==> src/rtl/cpu_types_pkg.sv <==
// cpu_types_pkg: shared CPU/RAM types plus the arbiter state and requester id types.
package cpu_types_pkg;
  typedef logic [31:0] word_t;
  typedef enum logic [1:0] {FREE, BUSY, ACCESS, ERROR} ramstate_t;
  typedef logic [0:0] arbstate_t;
  localparam arbstate_t ARB_IDLE = 1'b0;
  localparam arbstate_t ARB_BUSY = 1'b1;
  localparam int CPUS_DEF = 2;
  typedef logic [$clog2(2*CPUS_DEF)-1:0] reqid_t;
endpackage

==> src/rtl/rr_picker.sv <==
// rr_picker: combinational round-robin pick of the first requesting core after last.
module rr_picker #(
  parameter int CPUS = 2,
  localparam int CW = CPUS > 1 ? $clog2(CPUS) : 1
) (
  input  logic [CPUS-1:0] req,
  input  logic [CW-1:0]   last,
  output logic            valid,
  output logic [CW-1:0]   cpu
);
  logic [CW-1:0] k;
  // Scan downward so the nearest core after last is written last and wins.
  always_comb begin
    valid = 1'b0;
    cpu = '0;
    k = '0;
    for (int i = CPUS; i >= 1; i--) begin
      k = CW'((int'(last) + i) % CPUS);
      if (req[k]) begin
        valid = 1'b1;
        cpu = k;
      end
    end
  end
endmodule

==> src/rtl/ram_arbiter.sv <==
// ram_arbiter: round-robin arbiter sharing one RAM port among per-core i/d cache ports.
module ram_arbiter
  import cpu_types_pkg::*;
#(
  parameter int CPUS = 2,
  localparam int CW = CPUS > 1 ? $clog2(CPUS) : 1
) (
  input  logic            CLK,
  input  logic            RST,
  input  logic [CPUS-1:0] iREN,
  input  logic [CPUS-1:0] dREN,
  input  logic [CPUS-1:0] dWEN,
  input  word_t           iaddr [CPUS],
  input  word_t           daddr [CPUS],
  input  word_t           dstore [CPUS],
  output logic [CPUS-1:0] iwait,
  output logic [CPUS-1:0] dwait,
  output word_t           iload [CPUS],
  output word_t           dload [CPUS],
  output word_t           ramaddr,
  output word_t           ramstore,
  output logic            ramREN,
  output logic            ramWEN,
  input  word_t           ramload,
  input  ramstate_t       ramstate
);
  arbstate_t state;
  logic [CW:0] grant_id;
  logic [CW-1:0] last_cpu, gcpu, pick_cpu;
  logic gi, pick_valid, busy, live, done;

  assign gcpu = grant_id[CW:1];
  assign gi = grant_id[0];

  rr_picker #(.CPUS(CPUS)) picker (
    .req(iREN | dREN | dWEN),
    .last(last_cpu),
    .valid(pick_valid),
    .cpu(pick_cpu)
  );

  always_comb begin
    busy = state == ARB_BUSY;
    live = gi ? iREN[gcpu] : (dREN[gcpu] | dWEN[gcpu]);
    done = busy & live & (ramstate == ACCESS) & !RST;
    ramaddr = !busy ? '0 : gi ? iaddr[gcpu] : daddr[gcpu];
    ramstore = (busy & !gi) ? dstore[gcpu] : '0;
    ramWEN = busy & !gi & dWEN[gcpu];
    ramREN = busy & (gi ? iREN[gcpu] : (dREN[gcpu] & !dWEN[gcpu]));
  end

  for (genvar n = 0; n < CPUS; n++) begin : g_port
    assign iwait[n] = !(done & gi & (gcpu == CW'(n)));
    assign dwait[n] = !(done & !gi & (gcpu == CW'(n)));
    assign iload[n] = ramload;
    assign dload[n] = ramload;
  end

  // A dropped grant returns to idle without touching the fairness pointer.
  always_ff @(posedge CLK) begin
    if (RST) begin
      state <= ARB_IDLE;
      grant_id <= '0;
      last_cpu <= CW'(CPUS - 1);
    end else if (!busy) begin
      if (pick_valid) begin
        grant_id <= {pick_cpu, !(dREN[pick_cpu] | dWEN[pick_cpu])};
        state <= ARB_BUSY;
      end
    end else if (!live) begin
      state <= ARB_IDLE;
    end else if (ramstate == ACCESS) begin
      last_cpu <= gcpu;
      state <= ARB_IDLE;
    end
  end
endmodule

==> config.mk <==
export PLATFORM = sky130hd
export DESIGN_NAME = ram_arbiter
export DESIGN_NICKNAME = d
export VERILOG_FILES = /design/src/rtl/cpu_types_pkg.sv /design/src/rtl/rr_picker.sv /design/src/rtl/ram_arbiter.sv
export SDC_FILE = /design/constraint.sdc
export NUM_CORES = 1
export LEC_CHECK = 0
export ABC_CLOCK_PERIOD_IN_PS = 2300
export CAP_MARGIN = 40
export CORE_AREA = 2 2 167 169
export CTS_CLUSTER_SIZE = 10
export DETAILED_ROUTE_END_ITERATION = 8
export DIE_AREA = 0 0 169 171
export PLACE_DENSITY = 0.5
export SLEW_MARGIN = 20
export SYNTH_ARGS = -nofsm -noshare
export SYNTH_HDL_FRONTEND = slang
export SYNTH_SLANG_ARGS = --single-unit
==> constraint.sdc <==
create_clock -name CLK -period 2.3 [get_ports CLK]
set_input_delay 0.345 -clock CLK [delete_from_list [all_inputs] [get_ports CLK]]
set_output_delay 0.345 -clock CLK [all_outputs]
set_load 0.02 [all_outputs]
-- Word-level counts from Yosys, hierarchy flattened
Index checks and enable logic that the tools add are counted.
- input port bits: 234
- output and inout bits: 198
- register bits after elaboration: 4
- word-level logic and storage cells: 77
- add/subtract/negate cells: 2
- reduce and logical (&&, ||, !) cells: 10
- bitwise gates (word level): 20
- eq/ne operators: 1
- $lt $le $gt $ge: 5
- multiplexer cells: 36
- operator list (cell ; number):
    $mux 32 ; 12
    $mux 1 ; 24
    $and 1x1->1 ; 13
    $logic_not 1->1 ; 8
    $lt 1x2->1 const B ; 4
    $or 2x2->2 ; 2
    $reduce_and 3->1 ; 1
    $add 1x1->1 const B ; 2
    $eq 2x2->1 const B ; 1
    $ge 2x2->1 const B ; 1
    $not 1->1 ; 2
    $not 1->2 ; 1
    $or 1x1->1 ; 2
    $reduce_and 2->1 ; 1

-- Depth between registers and ports, before layout
Gate-level depths: netlist of the first run.
- word-level depth: 10
- gate-level depth with buffers: 6
- depth with buffers taken out: 3

-- Hierarchy
A second synthesis of the first run with hierarchy kept.
- cell total of the unflattened synthesis: 324
- area, all modules: 2807.7 µm²
- by module, submodules not included (module ; cells each ; seq. area each (µm²) ; times used ; area each (µm²)):
    ram_arbiter ; 322 ; 80.1 ; 1 ; 2793.9
    rr_picker ; 2 ; 0.0 ; 1 ; 13.8

-- Worst setup path after synthesis of the first run
No wires, ideal clock.
- kind: reg2out
- start point: register grant_id[1]
- end point: output ramaddr[10]
- path slack: 0.451 ns
- arrival: 1.504 ns
- buffers on the path: 2
- data required time: 1.955 ns
- cell stages (with the launch flop): 5
- path through: dfxtp_1 -> buf_2 -> buf_4 -> mux4_2 -> and2_1
- longest elaborated chain between the ends: 6
- elaborated cells between the ends (all ways): 9
- those cells by class: mux: 8; bitwise: 1
- RTL lines (element ; RTL line ; RTL):
    from (decl) ; ram_arbiter.sv:28 ; logic [CW:0] grant_id;
    from (signal assigned) ; ram_arbiter.sv:67 ; grant_id <= {pick_cpu, !(dREN[pick_cpu] | dWEN[pick_cpu])};
    $not 1->2 (not written as such) (*) ; ram_arbiter.sv:46 ; ramaddr = !busy ? '0 : gi ? iaddr[gcpu] : daddr[gcpu];
    $mux 32 (not written as such) (3 in series) ; ram_arbiter.sv:46 ;
    $mux 32 (*) (2 in series) ; ram_arbiter.sv:46 ;
    to (decl) ; ram_arbiter.sv:20 ; output word_t ramaddr,
Mark *: on every way between the ends. The rest lies on a longest branch, timed or not. The select of a mux whose other input is x is not followed.

-- Worst setup path after layout of the first run
- start point: input iaddr[17] in the netlist's numbering
- end point: output ramaddr[17]
- longest elaborated chain between the ends: 5
- RTL lines (element ; RTL line ; RTL):
    from (decl) ; ram_arbiter.sv:13 ; input word_t iaddr [CPUS],
    $mux 32 (not written as such) (3 in series) ; ram_arbiter.sv:46 ;
    $mux 32 (2 in series) ; ram_arbiter.sv:46 ;
No other way between the ends. The select of a mux whose other input is x is not followed.

==> impl_metrics.yaml, run 1 <==
finish:
  antennaDiodeCount: 0
  layout_commonest_cell: "clkdlybuf4s50_1"
  fin_nets: 707
  layout.cells.most_common_list: "clkdlybuf4s50_1 (233), nor2_1 (36), mux2i_1 (34), dlygate4sd2_1 (33)"
  regArea_um2: 85.1
  fill_cells: 3063
  area_growth_pct: 85.7
  multi_input_area_um2: 1620
  layout-drive-gt1-share_pct: 13.3
  stdcell_count: 818
route:
  drcViolationCount: 0
  dr.pass1.iters: 4
  vias: 2787
  drt_iter0_markers: 53
  wl_um: 12300
  antenna_left: 0
  post_drt_wl_per_cell_um: 15.1
  via_per_inst: 3.41
floorplanning:
  die_height_um: 171
  core_area_um2: 27300
  die_x_um: 169
  initial_core_util_pct: 10.3
  ios: 432
  num_rows: 61
  die_area_um2: 28900
timing:
  slew_headroom_pct: 69.9
  setup_viol: 0
  hold_viol: 0
  slew_viol_final: 0
  period_share_pct: 97.8
  rsz0062_at_grt: "no"
  min_period_ps: 2250
  fmax_mhz: 444
  worst_pin_slew_ps: 448
  finClkSkew_ps: 2.89
  hold-worst-slack_ps: 618
pwr:
  pwr-share-clk_pct: 16.5
  p_leak_nw: 1.89
  internal_power_mw: 1.08
  p_sw_mw: 0.603
  power_density_nw_per_um2: 322
  ir_drop_mv: 0.174
  switching_share_pct: 35.9
  p_comb_share_pct: 78.3
  power_frac_seq_pct: 5.2
clock_tree:
  htree_num_levels: 1
  cts_buffers: 3
  cts-root-buf: "clkbuf_16"
  clock_latency_ps: 220
  cts_tree: "done"
  cts_sinks: 4
  clk_pin_slew_ps: 30
  clockBufferDepth: 2
logic_synthesis:
  syn_avg_cell_area_um2: 8.67
  ys_seq_area_share_pct: 2.85
  syn_nets: 558
  ys_warn_count: 0
  yosysTopAreaCell: "buf_4"
  synth_area_um2: 2810
  ys_types: 34
  synth_cells: 324
  synth_seq_cells: 4
  ys_top_cells_by_area: "buf_4 (36%), mux4_2 (26%), mux2i_1 (12%)"
  synth_top_area_share_pct: 35.5
worst_setup_path:
  path_buf_inv: 2
  critical_path_class: "primary input to primary output"
  cp_common_cell: "clkdlybuf4s50_1"
  end_kind: "primary output"
  path_delay_family: "buffers and inverters"
  max_stage_delay_ps: 540
  crit_chain: "clkdlybuf4s50_1 > mux4_2 > and2_1 > clkdlybuf4s50_1"
  path_max_fanout: 1
  cp-start-kind: "primary input"
  crit_slowest_cell: "clkdlybuf4s50_1"
  cp_data_required_time_ps: 1960
  crit_arrival_ps: 1910
global_route:
  grt_max_degree: 43
  grt_pass1_vias: 2790
  antenna_found_initial: 1
  grt_pass1_wl_um: 16400
  grt-ovfl-total: 0
  grtUsageTotal_pct: 7.50
worst_hold_path:
  hp-class: "register to register"
run:
  cap_violations: 0
placement:
  placed_cells: 810
  place_congestion: 0.745
  portBuffers: 271
  hpwlAfterDp_um: 9990
outcome:
  status: "completed"
[cell usage after synthesis]
cell type    n
buf_4      133
nor2_1      37
mux2i_1     34
and2_1      32
mux4_2      32
buf_2        9
clkbuf_1     4
dfxtp_1      4
inv_1        4
a21oi_1      3
buf_6        3
nor3_1       3
a211o_1      2
nand2_1      2
nand4_1      2
o21ai_0      2
a211oi_1     1
a221o_1      1
a41o_1       1
inv_2        1
nand2b_1     1
nand2b_4     1
nand3_1      1
nand3b_1     1
nor3b_1      1
o2111a_1     1
o2111ai_1    1
o21a_1       1
o21ai_1      1
o221ai_1     1
o31a_1       1
o32ai_1      1
or3_1        1
or4_1        1
[power groups by stage]
stage                     Combinational [mW]  Clock [mW]  Sequential, mW
after floorplan                        0.930           0          0.0839
after global placement                  1.35           0          0.0963
after detailed placement                1.35           0          0.0966
after CTS                               1.33       0.282          0.0872
after global routing                    1.41       0.286          0.0880
final                                   1.31       0.278          0.0866
[worst paths after layout]
path / from / end / slack, ps / depth (start not counted)
setup / recovery: iaddr[17] / ramaddr[17] / 50 / 4
hold / removal: last_cpu / grant_id[1] / 620 / 2
setup reg to reg: grant_id[1] / last_cpu / 520 / 5
hold reg to reg: last_cpu / grant_id[1] / 620 / 2
[state kept, by name, indices dropped and copies added, names as in the netlist]
register and flops:
last_cpu 1, busy 1, grant_id 2
[worst register-to-register path, stage by stage, from the launching register on]
cell and delay (ps):
dfxtp_4 340, buf_4 180, clkbuf_16 220, nor3b_1 170
or4_1 460, a221o_1 300
[area by class of cell]
type	count	area share [%]
inverters	5	0.360
repair buffers	293	57.1
well taps	346	8.30
multi-input cells	166	31.1
clock buffers	4	1.51
flip-flops and latches	4	1.63
[kinds of logic after synthesis]
group,after synthesis,share of synthesized area [%]
buf+inv,154,39.6
compound gates,17,4.59
simple gates,83,15.2
flops,4,2.85
mux,66,37.8
[metrics by stage]
stage               utilization [%]  TNS [ps]  total power, mW  instance area [µm²]  setup slack (ps)
global route                   19.1         0             1.78                 5220              3.12
CTS                            19.0         0             1.70                 5180              6.09
floorplan                         -         0             1.01                 2810               451
detailed placement             18.7      -639             1.45                 5100              -188
global placement               18.7      -616             1.45                 5100              -182
finish                         19.1         0             1.68                 5220              49.9
[repair_timing]
action                     4_1_cts  5_1_grt
setup buffers                    3        0
resized for setup               35        4
hold endpoints to repair         0        0
setup endpoints to repair       68       22
gates cloned                     0        1
hold buffers                     0        0
[metal layers]
metal	share of wire, %	global-route usage (%)	vias up	wire length (µm)
met2	49	13.5	196	6070
met1	36	7.92	1242	4440
met4	3.8	3.64	2	463
met5	0.11	0	-	13
met3	11	2.43	50	1340
li1	-	-	1297	-
No activity file was read; power rests on OpenSTA's default activity.
==> inputs of run 2 (changes only) <==
--- a/config.mk
+++ b/config.mk
@@ -7,11 +7,11 @@
 export LEC_CHECK = 0
 export ABC_CLOCK_PERIOD_IN_PS = 2300
 export CAP_MARGIN = 40
-export CORE_AREA = 2 2 167 169
+export CORE_AREA = 10 10 161 163
 export CTS_CLUSTER_SIZE = 10
 export DETAILED_ROUTE_END_ITERATION = 8
-export DIE_AREA = 0 0 169 171
-export PLACE_DENSITY = 0.5
+export DIE_AREA = 0 0 171 173
+export PLACE_DENSITY = 0.56
 export SLEW_MARGIN = 20
 export SYNTH_ARGS = -nofsm -noshare
 export SYNTH_HDL_FRONTEND = slang
==> impl_metrics.yaml, run 2 (synthesized netlist as in run 1, its figures left out) <==
route:
  wl_um: 15200
  vias: 2823
  post_drt_wl_per_cell_um: 19.8
  dr.pass1.iters: 4
  drcViolationCount: 0
  drt_iter0_markers: 77
  antenna_left: 0
  via_per_inst: 3.69
clock_tree:
  htree_num_levels: 1
  cts_sinks: 4
  cts_tree: "done"
  ctsHoldBuffers: 0
  clk_pin_slew_ps: 30
  clockBufferDepth: 2
  cts_buffers: 3
  cts-root-buf: "clkbuf_16"
  clock_latency_ps: 230
pwr:
  p_sw_mw: 0.630
  switching_share_pct: 37.2
  internal_power_mw: 1.06
  pwr-share-clk_pct: 16.7
  p_leak_nw: 1.90
  power_density_nw_per_um2: 329
  power_frac_seq_pct: 5.8
  p_comb_share_pct: 77.5
  ir_drop_mv: 0.164
worst_setup_path:
  crit_end: "ramaddr[1]"
  r2r-end: "last_cpu"
  crit_chain: "buf_4 > buf_4 > buf_4 > mux4_2 > and2_1 > clkdlybuf4s15_2"
  max_stage_delay_ps: 500
  crit_arrival_ps: 1890
  end_kind: "primary output"
  crit_slowest_cell: "mux4_2"
  path_max_fanout: 5
  cp_data_required_time_ps: 1960
  ff2ff_setup_slack_ps: 380
  path_buf_inv: 4
  cp-start-kind: "register"
  r2r_cells: 6
  cp_num_cells: 6
  path_delay_family: "buffers and inverters"
  cp_common_cell: "buf_4"
  crit_start: "grant_id[1]"
  rr_startpoint: "grant_id[1]"
  critical_path_class: "register to primary output"
timing:
  slew_headroom_pct: 68.4
  hold_viol: 0
  slew_viol_final: 0
  worst_pin_slew_ps: 470
  rsz0062_at_grt: "no"
  period_share_pct: 97.2
  min_period_ps: 2230
  finClkSkew_ps: 0.493
  fmax_mhz: 447
  setup_viol: 0
  setup_tns_ps: 0
floorplanning:
  num_rows: 55
  ios: 432
  die_x_um: 171
  die_height_um: 173
  initial_core_util_pct: 12.4
  die_area_um2: 29600
  core_area_um2: 22600
global_route:
  grt_pass1_wl_um: 21000
  grt_max_degree: 35
  grt-ovfl-total: 0
  antenna_found_initial: 1
  grtUsageTotal_pct: 9.28
  grt_pass1_vias: 3088
finish:
  layout_commonest_cell: "clkdlybuf4s50_1"
  fin_nets: 715
  layout.cells.most_common_list: "clkdlybuf4s50_1 (223), dlygate4sd2_1 (41), nor2_1 (37), mux2i_1 (33)"
  layout-drive-gt1-share_pct: 15.6
  regMostFlops: "grant_id"
  area_growth_pct: 83.3
  antennaDiodeCount: 0
  fill_cells: 2486
  stdcell_count: 765
  largest_reg_flops: 2
outcome:
  status: "completed"
placement:
  portBuffers: 271
  placed_cells: 752
  hpwlAfterDp_um: 12900
  place_congestion: 0.780
run:
  cap_violations: 0
worst_hold_path:
  hp-class: "register to register"
run 2: worst min-delay path by stage:
stage               startpoint     endpoint  slack (ps)  depth (start not counted)
global route          last_cpu  grant_id[1]         670                          2
global placement      last_cpu  grant_id[1]         610                          2
CTS                   last_cpu  grant_id[1]         620                          2
finish                last_cpu  grant_id[1]         630                          2
floorplan                  RST  grant_id[1]         410                          1
detailed placement    last_cpu  grant_id[1]         620                          2
run 2: cell type report:
cell class	instances	area [µm²]	share of cell area, %
flip-flops and latches	4	87.6	1.70
multi-input cells	167	1640	31.8
inverters	5	18.8	0.365
repair buffers	300	2970	57.7
clock buffers	4	78.8	1.53
well taps	285	357	6.93
run 2: layer usage:
metal  GRT usage, %  vias up  wire, µm  share of wire [%]
li1               -     1312         -                  -
met1           9.77     1299      5540                 37
met2           16.4      177      7610                 50
met3           4.42       33      1780                 12
met4           1.88        2       233                1.5
met5              0        -         7              0.046
run 2: power by group through the flow:
stage | logic [mW] | clock network, mW | registers (mW)
floorplan | 0.930 | 0 | 0.0839
global placement | 1.35 | 0 | 0.106
detailed placement | 1.36 | 0 | 0.106
CTS | 1.32 | 0.286 | 0.100
global route | 1.41 | 0.293 | 0.102
finish | 1.31 | 0.283 | 0.0980
run 2: repair_timing:
action | CTS | global route
buffers inserted | 7 | 1
setup endpoints to repair | 57 | 33
cloned | 0 | 1
resized for setup | 51 | 4
run 2: per-stage QoR:
stage | area (µm²) | power [mW] | worst slack, ps | hold slack, ps | utilization, %
global placement | 5020 | 1.46 | -94.3 | 611 | 22.2
global route | 5150 | 1.80 | 0.875 | 674 | 22.8
floorplan | 2810 | 1.01 | 451 | 414 | -
finish | 5150 | 1.69 | 65.1 | 630 | 22.8
CTS | 5110 | 1.70 | -10.1 | 624 | 22.6
detailed placement | 5020 | 1.46 | -78.2 | 622 | 22.2
run 2: worst min-delay path: cells and delay by family (launching register included):
kind	cells	cell delay [ps]
AO/OA/AOI/OAI	2	200
flip-flops	1	390
==> inputs of run 3 (changes only) <==
--- a/config.mk
+++ b/config.mk
@@ -11,6 +11,7 @@
 export CTS_CLUSTER_SIZE = 10
 export DETAILED_ROUTE_END_ITERATION = 8
 export DIE_AREA = 0 0 171 173
+export GPL_TIMING_DRIVEN = 0
 export PLACE_DENSITY = 0.56
 export SLEW_MARGIN = 20
 export SYNTH_ARGS = -nofsm -noshare
==> impl_metrics.yaml, run 3 (synthesized netlist as in run 1, its figures left out) <==
pwr:
  p_leak_nw: 3.03
  power_frac_seq_pct: 3.8
  ir_drop_mv: 0.131
  total_power_mw: 2.22
  pwr-share-clk_pct: 12.7
  power_density_nw_per_um2: 304
  p_sw_mw: 0.870
  switching_share_pct: 39.3
  internal_power_mw: 1.35
  p_comb_share_pct: 83.5
timing:
  setup_viol: 0
  slew_viol_final: 0
  fmax_mhz: 450
  rsz0062_at_grt: "no"
  worst_pin_slew_ps: 437
  min_period_ps: 2220
  hold_viol: 0
  finClkSkew_ps: 3.60
  slew_headroom_pct: 70.6
  hold-worst-slack_ps: 628
  period_share_pct: 96.6
floorplanning:
  ios: 432
  initial_core_util_pct: 12.4
  die_height_um: 173
  die_x_um: 171
  die_area_um2: 29600
  core_area_um2: 22600
  num_rows: 55
finish:
  regMostFlops: "grant_id"
  largest_reg_flops: 2
  fill_cells: 2390
  area_growth_pct: 160
  fin_nets: 968
  layout-drive-gt1-share_pct: 27.5
  layout_commonest_cell: "clkdlybuf4s50_1"
  layout.cells.most_common_list: "clkdlybuf4s50_1 (331), buf_4 (135), dlygate4sd2_1 (52), nor2_1 (37)"
clock_tree:
  cts_buffers: 3
  htree_num_levels: 1
  cts_sinks: 4
  cts_tree: "done"
  clk_pin_slew_ps: 30
  clockBufferDepth: 2
  cts-root-buf: "clkbuf_16"
  clock_latency_ps: 230
  ctsHoldBuffers: 0
route:
  dr.pass1.iters: 4
  drt_iter0_markers: 71
  via_per_inst: 3.63
  wl_um: 20100
  antenna_left: 0
  vias: 3697
  post_drt_wl_per_cell_um: 19.7
  drcViolationCount: 0
worst_hold_path:
  holdPathStages: 2
  min_to: "grant_id[1]"
  hold_start: "last_cpu"
  hp-class: "register to register"
placement:
  place_congestion: 0.736
  hpwlAfterDp_um: 18200
  portBuffers: 399
worst_setup_path:
  r2r_cells: 5
  r2r-end: "last_cpu"
  rr_startpoint: "grant_id[0]"
  cp-start-kind: "register"
  crit_arrival_ps: 1880
  critical_path_class: "register to primary output"
  path_max_fanout: 10
  cp_data_required_time_ps: 1960
  crit_start: "grant_id[1]"
  end_kind: "primary output"
  ff2ff_setup_slack_ps: 690
global_route:
  antenna_found_initial: 1
  grt-ovfl-total: 0
  gr-usage-met1_pct: 12.4
  grt_max_degree: 11
  busiest_layer: "met2"
  grtUsageMet2_pct: 24.7
  grt_pass1_wl_um: 27900
  grt_pass1_vias: 3956
  met3_usage_pct: 4.33
  grtUsageTotal_pct: 12.6
outcome:
  status: "completed"
run:
  cap_violations: 0
-- run 3: changes by cell type in the layout (fill, tap and decap cells not counted), moves of 3 or more --
cell             change
buf_12               -3
buf_2                +7
buf_4              +111
clkbuf_2             +7
clkdlybuf4s15_1      +8
clkdlybuf4s50_1    +108
dlygate4sd2_1       +11
-- run 3: area by class of cell --
class / instances / area [µm²] / share of cell area [%]
Antenna cell: 2 / 5.00 / 0.0686
Buffer: 149 / 1180 / 16.2
Clock buffer: 3 / 75.1 / 1.03
Inverter: 5 / 18.8 / 0.257
Multi-Input combinational cell: 166 / 1630 / 22.3
Sequential cell: 4 / 81.3 / 1.11
Tap cell: 285 / 357 / 4.89
Timing Repair Buffer: 405 / 3950 / 54.1
-- run 3: worst max-delay path by stage --
stage / to / slack [ps]
after detailed placement: ramstore[11] / -430
after global routing: dwait[0] / 30
after floorplan: ramaddr[10] / 450
final: ramaddr[7] / 80
after CTS: ramaddr[4] / 1
after global placement: ramstore[11] / -430
-- run 3: per-layer routing --
| layer | vias up | wire (µm) |
|---|---|---|
| met5 | - | 0 |
| met4 | 0 | 187 |
| met3 | 13 | 1870 |
| met2 | 178 | 11100 |
| met1 | 1685 | 6900 |
| li1 | 1821 | - |
-- run 3: what timing repair did --
| item | in CTS | in global routing |
|---|---|---|
| hold endpoints to repair | 0 | 0 |
| resized for setup | 97 | 22 |
| endpoints found under the setup margin | 70 | 44 |
| setup buffers | 0 | 6 |
-- run 3: power groups by stage --
stage / Combinational [mW] / Sequential (mW) / Clock [mW]
6_report: 1.85 / 0.0853 / 0.281
3_3_place_gp: 1.93 / 0.0851 / 0
2_1_floorplan: 0.930 / 0.0839 / 0
5_1_grt: 1.97 / 0.0857 / 0.289
3_5_place_dp: 1.94 / 0.0855 / 0
4_1_cts: 1.87 / 0.0850 / 0.286
-- run 3: worst max-delay path: stages (launching register included) --
cell and delay [ps]:
dfxtp_2 340, buf_12 150, buf_12 150, mux4_2 500, and2_1 170, dlygate4sd2_1 320
-- run 3: metrics by stage --
| step | utilization (%) | worst slack, ps | area, µm² | setup TNS, ps | std cells |
|---|---|---|---|---|---|
| final | 32.3 | 78.6 | 7300 | 0 | 1019 |
| after floorplan | - | 451 | 2810 | 0 | 324 |
| after detailed placement | 31.7 | -429 | 7160 | -15720 | 1008 |
| after CTS | 32.1 | 1.09 | 7240 | 0 | 1011 |
| after global placement | 31.7 | -433 | 7160 | -15570 | 1008 |
| after global routing | 32.3 | 32.6 | 7300 | 0 | 1018 |
